File: src/rtl/thread_select_stage_pkg.sv
// Shared core definitions used by the thread-select stage: thread count,
// scalar and thread index types, and the buffered fetch entry.
package thread_select_stage_pkg;

    localparam int THREADS_PER_CORE = 4;

    typedef logic [$clog2(THREADS_PER_CORE)-1:0] thread_idx_t;
    typedef logic [31:0]                         scalar_t;

    typedef struct packed {
        logic [31:0] instruction;
        scalar_t     pc;
    } ifetch_entry_t;

endpackage

File: src/rtl/thread_select_stage_sync_fifo.sv
// Small synchronous FIFO with first-word-fall-through read data.
// A flush empties it and wins over a push in the same cycle.
module sync_fifo #(
    parameter  int WIDTH = 64,
    parameter  int DEPTH = 4,
    localparam int AW    = $clog2(DEPTH),
    localparam int CW    = AW + 1
) (
    input  logic             clk,
    input  logic             reset,
    input  logic             push,
    input  logic             pop,
    input  logic             flush,
    input  logic [WIDTH-1:0] data_in,
    output logic [WIDTH-1:0] data_out,
    output logic             empty,
    output logic             full,
    output logic [CW-1:0]    count
);

    logic [WIDTH-1:0] r_mem [DEPTH];
    logic [AW-1:0]    r_wr_ptr;
    logic [AW-1:0]    r_rd_ptr;
    logic [CW-1:0]    r_count;
    logic             w_do_push;
    logic             w_do_pop;

    assign empty     = (r_count == '0);
    assign full      = (r_count == CW'(DEPTH));
    assign count     = r_count;
    assign data_out  = r_mem[r_rd_ptr];
    // Pushes into a full FIFO are dropped rather than overwriting the oldest entry.
    assign w_do_push = push && !full && !flush;
    assign w_do_pop  = pop && !empty && !flush;

    always_ff @(posedge clk) begin
        if (w_do_push) begin
            r_mem[r_wr_ptr] <= data_in;
        end
    end

    always_ff @(posedge clk) begin
        if (reset || flush) begin
            r_wr_ptr <= '0;
            r_rd_ptr <= '0;
            r_count  <= '0;
        end else begin
            if (w_do_push) begin
                r_wr_ptr <= r_wr_ptr + 1'b1;
            end
            if (w_do_pop) begin
                r_rd_ptr <= r_rd_ptr + 1'b1;
            end
            if (w_do_push && !w_do_pop) begin
                r_count <= r_count + CW'(1);
            end else if (w_do_pop && !w_do_push) begin
                r_count <= r_count - CW'(1);
            end
        end
    end

`ifndef SYNTHESIS
    a_no_overflow: assert property (@(posedge clk) disable iff (reset)
        !(push && !flush && full));
`endif

endmodule

File: src/rtl/thread_select_stage.sv
// Thread-select stage: one instruction FIFO per hardware thread and a
// round-robin pick of at most one enabled, non-empty thread per cycle.
module thread_select_stage
    import thread_select_stage_pkg::*;
#(
    parameter int FIFO_DEPTH  = 4,
    parameter int ALMOST_FULL = FIFO_DEPTH - 2
) (
    input  logic                        clk,
    input  logic                        reset,
    input  logic [THREADS_PER_CORE-1:0] cr_thread_enable,
    input  logic                        ifd_instruction_valid,
    input  thread_idx_t                 ifd_thread_idx,
    input  logic [31:0]                 ifd_instruction,
    input  scalar_t                     ifd_pc,
    output logic [THREADS_PER_CORE-1:0] ts_fetch_en,
    input  logic                        wb_rollback_en,
    input  thread_idx_t                 wb_rollback_thread_idx,
    input  logic                        id_stall,
    output logic                        ts_instruction_valid,
    output thread_idx_t                 ts_thread_idx,
    output logic [31:0]                 ts_instruction,
    output scalar_t                     ts_pc
);

    localparam int CW = $clog2(FIFO_DEPTH) + 1;

    ifetch_entry_t               w_push_entry;
    ifetch_entry_t               w_head [THREADS_PER_CORE];
    logic [CW-1:0]               w_count [THREADS_PER_CORE];
    logic [THREADS_PER_CORE-1:0] w_empty;
    logic [THREADS_PER_CORE-1:0] w_rb_hit;
    logic [THREADS_PER_CORE-1:0] w_push;
    logic [THREADS_PER_CORE-1:0] w_pop;
    logic [THREADS_PER_CORE-1:0] w_eligible;
    logic                        w_found;
    logic                        w_issue;
    thread_idx_t                 w_sel_idx;
    thread_idx_t                 r_last_issued;

    assign w_push_entry = {ifd_instruction, ifd_pc};

    for (genvar t = 0; t < THREADS_PER_CORE; t++) begin : g_thread
        assign w_rb_hit[t]    = wb_rollback_en && (wb_rollback_thread_idx == thread_idx_t'(t));
        // A push racing a rollback of the same thread belongs to the flushed path.
        assign w_push[t]      = ifd_instruction_valid && (ifd_thread_idx == thread_idx_t'(t))
                                && !w_rb_hit[t];
        assign w_pop[t]       = w_issue && (w_sel_idx == thread_idx_t'(t));
        assign w_eligible[t]  = cr_thread_enable[t] && !w_empty[t] && !w_rb_hit[t];
        assign ts_fetch_en[t] = cr_thread_enable[t] && (w_count[t] < CW'(ALMOST_FULL));

        sync_fifo #(
            .WIDTH ($bits(ifetch_entry_t)),
            .DEPTH (FIFO_DEPTH)
        ) u_fifo (
            .clk      (clk),
            .reset    (reset),
            .push     (w_push[t]),
            .pop      (w_pop[t]),
            .flush    (w_rb_hit[t]),
            .data_in  (w_push_entry),
            .data_out (w_head[t]),
            .empty    (w_empty[t]),
            .full     (),
            .count    (w_count[t])
        );
    end

    // Search begins one past the last issued thread; the final step wraps back to it.
    always_comb begin
        thread_idx_t cand;
        cand      = '0;
        w_found   = 1'b0;
        w_sel_idx = r_last_issued;
        for (int i = 1; i <= THREADS_PER_CORE; i++) begin
            cand = r_last_issued + thread_idx_t'(i);
            if (!w_found && w_eligible[cand]) begin
                w_found   = 1'b1;
                w_sel_idx = cand;
            end
        end
    end

    assign w_issue = w_found && !id_stall;

    always_ff @(posedge clk) begin
        if (reset) begin
            ts_instruction_valid <= 1'b0;
            ts_thread_idx        <= '0;
            ts_instruction       <= '0;
            ts_pc                <= '0;
            r_last_issued        <= thread_idx_t'(THREADS_PER_CORE - 1);
        end else if (w_issue) begin
            ts_instruction_valid <= 1'b1;
            ts_thread_idx        <= w_sel_idx;
            ts_instruction       <= w_head[w_sel_idx].instruction;
            ts_pc                <= w_head[w_sel_idx].pc;
            r_last_issued        <= w_sel_idx;
        end else if (!id_stall || (wb_rollback_en && ts_thread_idx == wb_rollback_thread_idx)) begin
            ts_instruction_valid <= 1'b0;
        end
    end

endmodule

File: config.mk
export PLATFORM = sky130hd
export DESIGN_NAME = thread_select_stage
export DESIGN_NICKNAME = d
export VERILOG_FILES = /design/src/rtl/thread_select_stage_pkg.sv /design/src/rtl/thread_select_stage_sync_fifo.sv /design/src/rtl/thread_select_stage.sv
export SDC_FILE = /design/constraint.sdc
export NUM_CORES = 1
export LEC_CHECK = 0
export CAP_MARGIN = 20
export CORE_UTILIZATION = 40
export DETAILED_ROUTE_END_ITERATION = 12
export PLACE_DENSITY_LB_ADDON = 0.3
export RECOVER_POWER = 100
export SLEW_MARGIN = 0
export SYNTH_ARGS = -nofsm -noshare
export SYNTH_HDL_FRONTEND = slang
export SYNTH_HIERARCHICAL = 1
export SYNTH_SLANG_ARGS = --single-unit
File: constraint.sdc
create_clock -name clk -period 9.95 [get_ports clk]
set_input_delay 0.995 -clock clk [delete_from_list [all_inputs] [get_ports clk]]
set_output_delay 0.995 -clock clk [all_outputs]
set_load 0.03 [all_outputs]
Word-level counts from Yosys, hierarchy flattened:

Memory sizes are Yosys's and may differ from the RTL's. A register that Yosys moved wholly into a read port is not among the register bits.
Index checks and enable logic that the tools add are counted.
Widths: inputs -> output; s select.

* add/subtract/negate cells: 19
* magnitude comparators: 9
* eq/ne operators: 14
* multiplexer cells: 45
* bitwise gates (word level): 1
* reductions and logical operators: 98

Operators with widths (count)
* $bmux 64 s2: 1
* $mux 64: 2
* $logic_and 1x1->1: 57
* $logic_not 1->1: 24
* $mux 2: 12
* $mux 3: 8
* $add 2x1->2 const B: 9
* $mux 1: 18
* $add 3x1->3 const B: 4
* $eq 2x2->1 const B: 6
* $eq 3x3->1 const B: 4
* $logic_not 3->1: 4
* $lt 2x3->1 const B: 4
* $lt 3x2->1 const B: 4
* $sub 3x1->3 const B: 4
* $reduce_bool 2->1: 5
* $bmux 1 s2: 4
* $eq 2x1->1 const B: 3
* $logic_not 2->1: 3
* $logic_or 1x1->1: 5
* $add 2x2->2 const B: 2
* $ge 3x3->1 const B: 1
* $not 2->3: 1
* $eq 2x2->1: 1

* bits in registers: 97
* bits in writable memories: 1024
* bits of input ports: 77
* memories: 4

Memories
* g_thread[0].u_fifo.r_mem: depth 4, width 64, rd ports 1, clocked after memory_dff 1, write ports 1, line thread_select_stage_sync_fifo.sv:21 `logic [WIDTH-1:0] r_mem [DEPTH];`
* g_thread[1].u_fifo.r_mem: depth 4, width 64, rd ports 1, clocked after memory_dff 1, write ports 1, line thread_select_stage_sync_fifo.sv:21
* g_thread[2].u_fifo.r_mem: depth 4, width 64, rd ports 1, clocked after memory_dff 1, write ports 1, line thread_select_stage_sync_fifo.sv:21
* g_thread[3].u_fifo.r_mem: depth 4, width 64, rd ports 1, clocked after memory_dff 1, write ports 1, line thread_select_stage_sync_fifo.sv:21

Logic depth before layout (Yosys ltp):

* depth in word-level cells: 23
* mapped depth: 16

Modules after synthesis:

Netlist, hierarchy kept.

By module, submodules not included
* sync_fifo: times used 4, cells each 388, area each 9724.3 µm²
* thread_select_stage: times used 1, cells each 530, area each 4961.0 µm²

Least setup slack after synthesis:

OpenSTA, ideal clock, no wires.

* kind: input to register
* start point: input port wb_rollback_thread_idx[1]
* end point: register g_thread[0].u_fifo.r_count[2]
* arrival: 3.856 ns
* required time: 9.880 ns
* path slack: 6.025 ns
* cell stages on the path: 15
* buffers on the path: 3
* cells stage by stage: nor3b_2 nor2_1 nor2_1 a21o_1 buf_2 clkbuf_1 nor2_1 or3b_1 buf_2 ha_1 inv_1 fa_1 xor2_1 or3_2 a21oi_1

* longest elaborated chain between the ends: 23
* elaborated cells between the ends (all ways): 53
* those cells by class: 3 x eq/ne; 17 x mux; 33 x reduce/logical

RTL lines
* start: declaration: line thread_select_stage.sv:18 `input thread_idx_t wb_rollback_thread_idx,`
* $eq 2x1->1 (tied with other cells): line thread_select_stage.sv:44 `assign w_rb_hit[t] = wb_rollback_en && (wb_rollback_thread_idx == thread_idx_t'(t));`
* $logic_and 1x1->1: line thread_select_stage.sv:44
* $logic_not 1->1: line thread_select_stage.sv:49 `assign w_eligible[t] = cr_thread_enable[t] && !w_empty[t] && !w_rb_hit[t];`
* $logic_and 1x1->1: line thread_select_stage.sv:49
* $bmux 1 s2: line thread_select_stage.sv:77 `if (!w_found && w_eligible[cand]) begin`
* $mux 1 (not written as such): line thread_select_stage.sv:77
* $mux 1: line thread_select_stage.sv:77
* $logic_not 1->1: line thread_select_stage.sv:77
* [7 not listed]
* $mux 2 or $mux 1 (tied branches): line thread_select_stage.sv:77
* $logic_not 2->1 or $logic_and 1x1->1 (tied branches): line thread_select_stage.sv:48, thread_select_stage.sv:84
* $logic_and 1x1->1 (*): line thread_select_stage.sv:48 `assign w_pop[t] = w_issue && (w_sel_idx == thread_idx_t'(t));`
* net w_pop[0]: line thread_select_stage.sv:34 `logic [THREADS_PER_CORE-1:0] w_pop;`
* $logic_and 1x1->1 (*) (2 in a row): line thread_select_stage_sync_fifo.sv:34 `assign w_do_pop = pop && !empty && !flush;`
* $logic_not 1->1: line thread_select_stage_sync_fifo.sv:54 `if (w_do_push && !w_do_pop) begin`
* $logic_and 1x1->1: line thread_select_stage_sync_fifo.sv:54
* $mux 3 or $reduce_bool 2->1 (tied branches)
* end signal: assignment: line thread_select_stage_sync_fifo.sv:55 `r_count <= r_count + CW'(1);`
* end signal: assignment: line thread_select_stage_sync_fifo.sv:57 `r_count <= r_count - CW'(1);`
* end: declaration: line thread_select_stage_sync_fifo.sv:24 `logic [CW-1:0] r_count;`

The timed path passes the listed nets; every way through them passes the cells marked *. The select of a mux whose other input is x is not followed.
A chain may end at the register's enable or synchronous reset.

Worst setup path in the final report:

* start point: input port wb_rollback_thread_idx[1]
* end point: memory g_thread[1].u_fifo.r_mem[0][6], enable pin

* longest elaborated chain between the ends: 8

RTL lines
* $eq 2x1->1: line thread_select_stage.sv:44
* $logic_and 1x1->1: line thread_select_stage.sv:44
* $logic_not 1->1: line thread_select_stage.sv:47 `&& !w_rb_hit[t];`
* $logic_and 1x1->1: line thread_select_stage.sv:47
* net w_push[1]: line thread_select_stage.sv:33 `logic [THREADS_PER_CORE-1:0] w_push;`
* $logic_and 1x1->1 (2 in a row): line thread_select_stage_sync_fifo.sv:33 `assign w_do_push = push && !full && !flush;`
* $mux 1: line thread_select_stage_sync_fifo.sv:37 `if (w_do_push) begin`
* $mux 1 (not written as such): line thread_select_stage_sync_fifo.sv:38 `r_mem[r_wr_ptr] <= data_in;`
* end: declaration: line thread_select_stage_sync_fifo.sv:21

The timed path passes the listed nets, and every way through them passes these cells.

==> results.cfg <==
[run_status]
status = complete, but fails checks
violations = capacitance limit, slew limit

[route]
drt_first_iter_violations = 2063
drt-pass1-iter-count = 8
vias = 22045
wl_mm = 110
via_per_inst = 5.87
route.detailed.drc = 0
ant_nets = 0
wl_per_cell_um = 29.3

[cts]
cts_tree = done
cts_resized = 0
root_buffer = clkbuf_16
cts_max_path_buffers = 3
postCtsSetupBuffers = 0
ctsHoldBuffers = 0
clkTransAtPathRegs_ns = 0.06
cts_sinks = 1129
cts.htree.levels = 3
cts_made_buffers = 112
clkLatencyLatePin_ns = 0.69

[worst_hold_path]
hold_path_class = flop to flop

[sta]
rsz0062_at_grt = no
setup_viol = 0
timing.fmax_ghz = 0.147
final_hold_viol_count = 0
fin_skew_ns = 0.0255
period_needed_ns = 6.80
finalSetupTns_ns = 0
hold_slack_ns = 0.498
worst_pin_slew_ns = 4.48
drv_slew = 1017
fin_crit_sh_pct = 68.3
relSlewSlack_pct = -199

[power_and_ir_drop]
p_per_area_mw_per_mm2 = 202
power.leakage_nw = 15.4
ir_drop_mv = 0.132

[logic_synthesis]
yosysWarnings = 6
synth_area_mm2 = 0.0438
avgSynthCellArea_um2 = 21.1
netlist_instances = 2078
syn-num-nets = 2179

[worst_setup_path]
cp_data_required_time_ns = 10.14
cpPeakStageDelay_ns = 3.02
cp_max_fo = 46
path_class = primary input to flop
path_cells = dlygate4sd3_1, and3b_1, nor3_1, nor2b_1, and3_1, clkbuf_1
cpMaxStageDelayCell = clkbuf_1
end_kind = flop
start_kind = primary input
worstPathArrival_ns = 6.98

[global_routing]
track_usage_pct = 19.8
grt_pass1_vias = 22870
grt_overflow = 0
grt_pass1_wl_mm = 159
antenna_found_initial = 23
grt_max_degree = 57

[floorplanning]
fp.dieW_um = 333
pin_count = 148
die_h_um = 333
start_util_pct = 40.3
dieArea_mm2 = 0.111
core-area_mm2 = 0.109
std_cell_rows = 121

[placement]
gp_congestion = 0.769
place_hpwl_mm = 56.5
io_buffers = 147

[layout]
nets = 2341
drive_gt1_share_pct = 22.1
area_growth_pct = 14.2
fillCellCount = 8915

[run]
drv_cap = 26
[power by group]
part / switching (mW) / internal, mW
combinational: 0.455 / 0.220
clock: 1.76 / 2.35
sequential: 0.0573 / 5.25
total: 2.27 / 7.83
[placed cells by master (no fill, tap or decap), types with 9 or more instances in the layout]
master	count
a221oi_1	77
edfxtp_1	1024
mux4_2	256
ha_1	20
clkbuf_1	57
nand2_1	10
clkbuf_8	13
clkinv_2	17
a221oi_2	52
dfxtp_1	97
and3_1	17
nor2_1	88
o21ai_0	9
o21a_1	64
mux2i_1	12
a211oi_1	65
clkbuf_16	113
clkinv_1	13
clkdlybuf4s50_1	10
a21oi_1	16
inv_1	15
dlygate4sd3_1	136
buf_4	20
[through the flow]
stage	instance area [um2]	util (%)	instances	worst slack [ns]	power, mW
floorplan	43800	-	2078	6.02	5.79
global placement	46700	43.0	3540	4.03	6.09
detailed placement	46700	43.0	3540	3.87	6.11
CTS	50300	46.3	3750	4.60	10.2
global route	50100	46.1	3750	2.82	10.4
finish	50100	46.1	3755	3.15	10.1
[worst paths after layout]
path / start / endpoint / slack, ns / depth (start not counted)
worst min register to register: g_thread[3].u_fifo/r_rd_ptr[1] / flop / 0.50 / 2
worst max register to register: g_thread[2].u_fifo/count[1] / ts_instruction[2] / 4.03 / 7
worst min-delay path: g_thread[3].u_fifo/r_rd_ptr[1] / flop / 0.50 / 2
worst max-delay path: wb_rollback_thread_idx[1] / g_thread[1].u_fifo/r_mem[0][6] / 3.15 / 6
[final cells by class]
| class | count | area, um2 | area share, % |
|---|---|---|---|
| multi-input combinational | 798 | 10100 | 20.2 |
| inverter | 15 | 56.3 | 0.112 |
| tap | 1414 | 1770 | 3.53 |
| clock buffer | 165 | 3150 | 6.30 |
| clock inverter | 45 | 428 | 0.854 |
| timing repair buffer | 184 | 1680 | 3.35 |
| antenna | 5 | 12.5 | 0.0250 |
| sequential | 1129 | 32900 | 65.7 |
[critical path: cells and delay by family]
kind | cells | cell delay [ns]
and+or+nand+nor | 4 | 2.24
buffers and inverters | 2 | 3.66
[flip-flops by register name (all words and copies together), names as in the netlist, named ones only]
register and cells:
g_thread.u_fifo/count 12, g_thread.u_fifo/r_rd_ptr 8, ts_instruction_valid 1, ts_instruction 32, ts_pc 32, ts_thread_idx 2, g_thread.u_fifo/r_wr_ptr 8, g_thread.u_fifo/r_mem 1024
r_last_issued 2
[layer usage]
metal  wire length (um)  vias to the layer above  GRT usage (%)
li1                   -                     9122              -
met1              43700                    11969           25.5
met2              56100                      762           34.4
met3               7220                      184           3.27
met4               2740                        8           5.54
met5                 50                        -              0
Power figures use the tool's default switching activity.
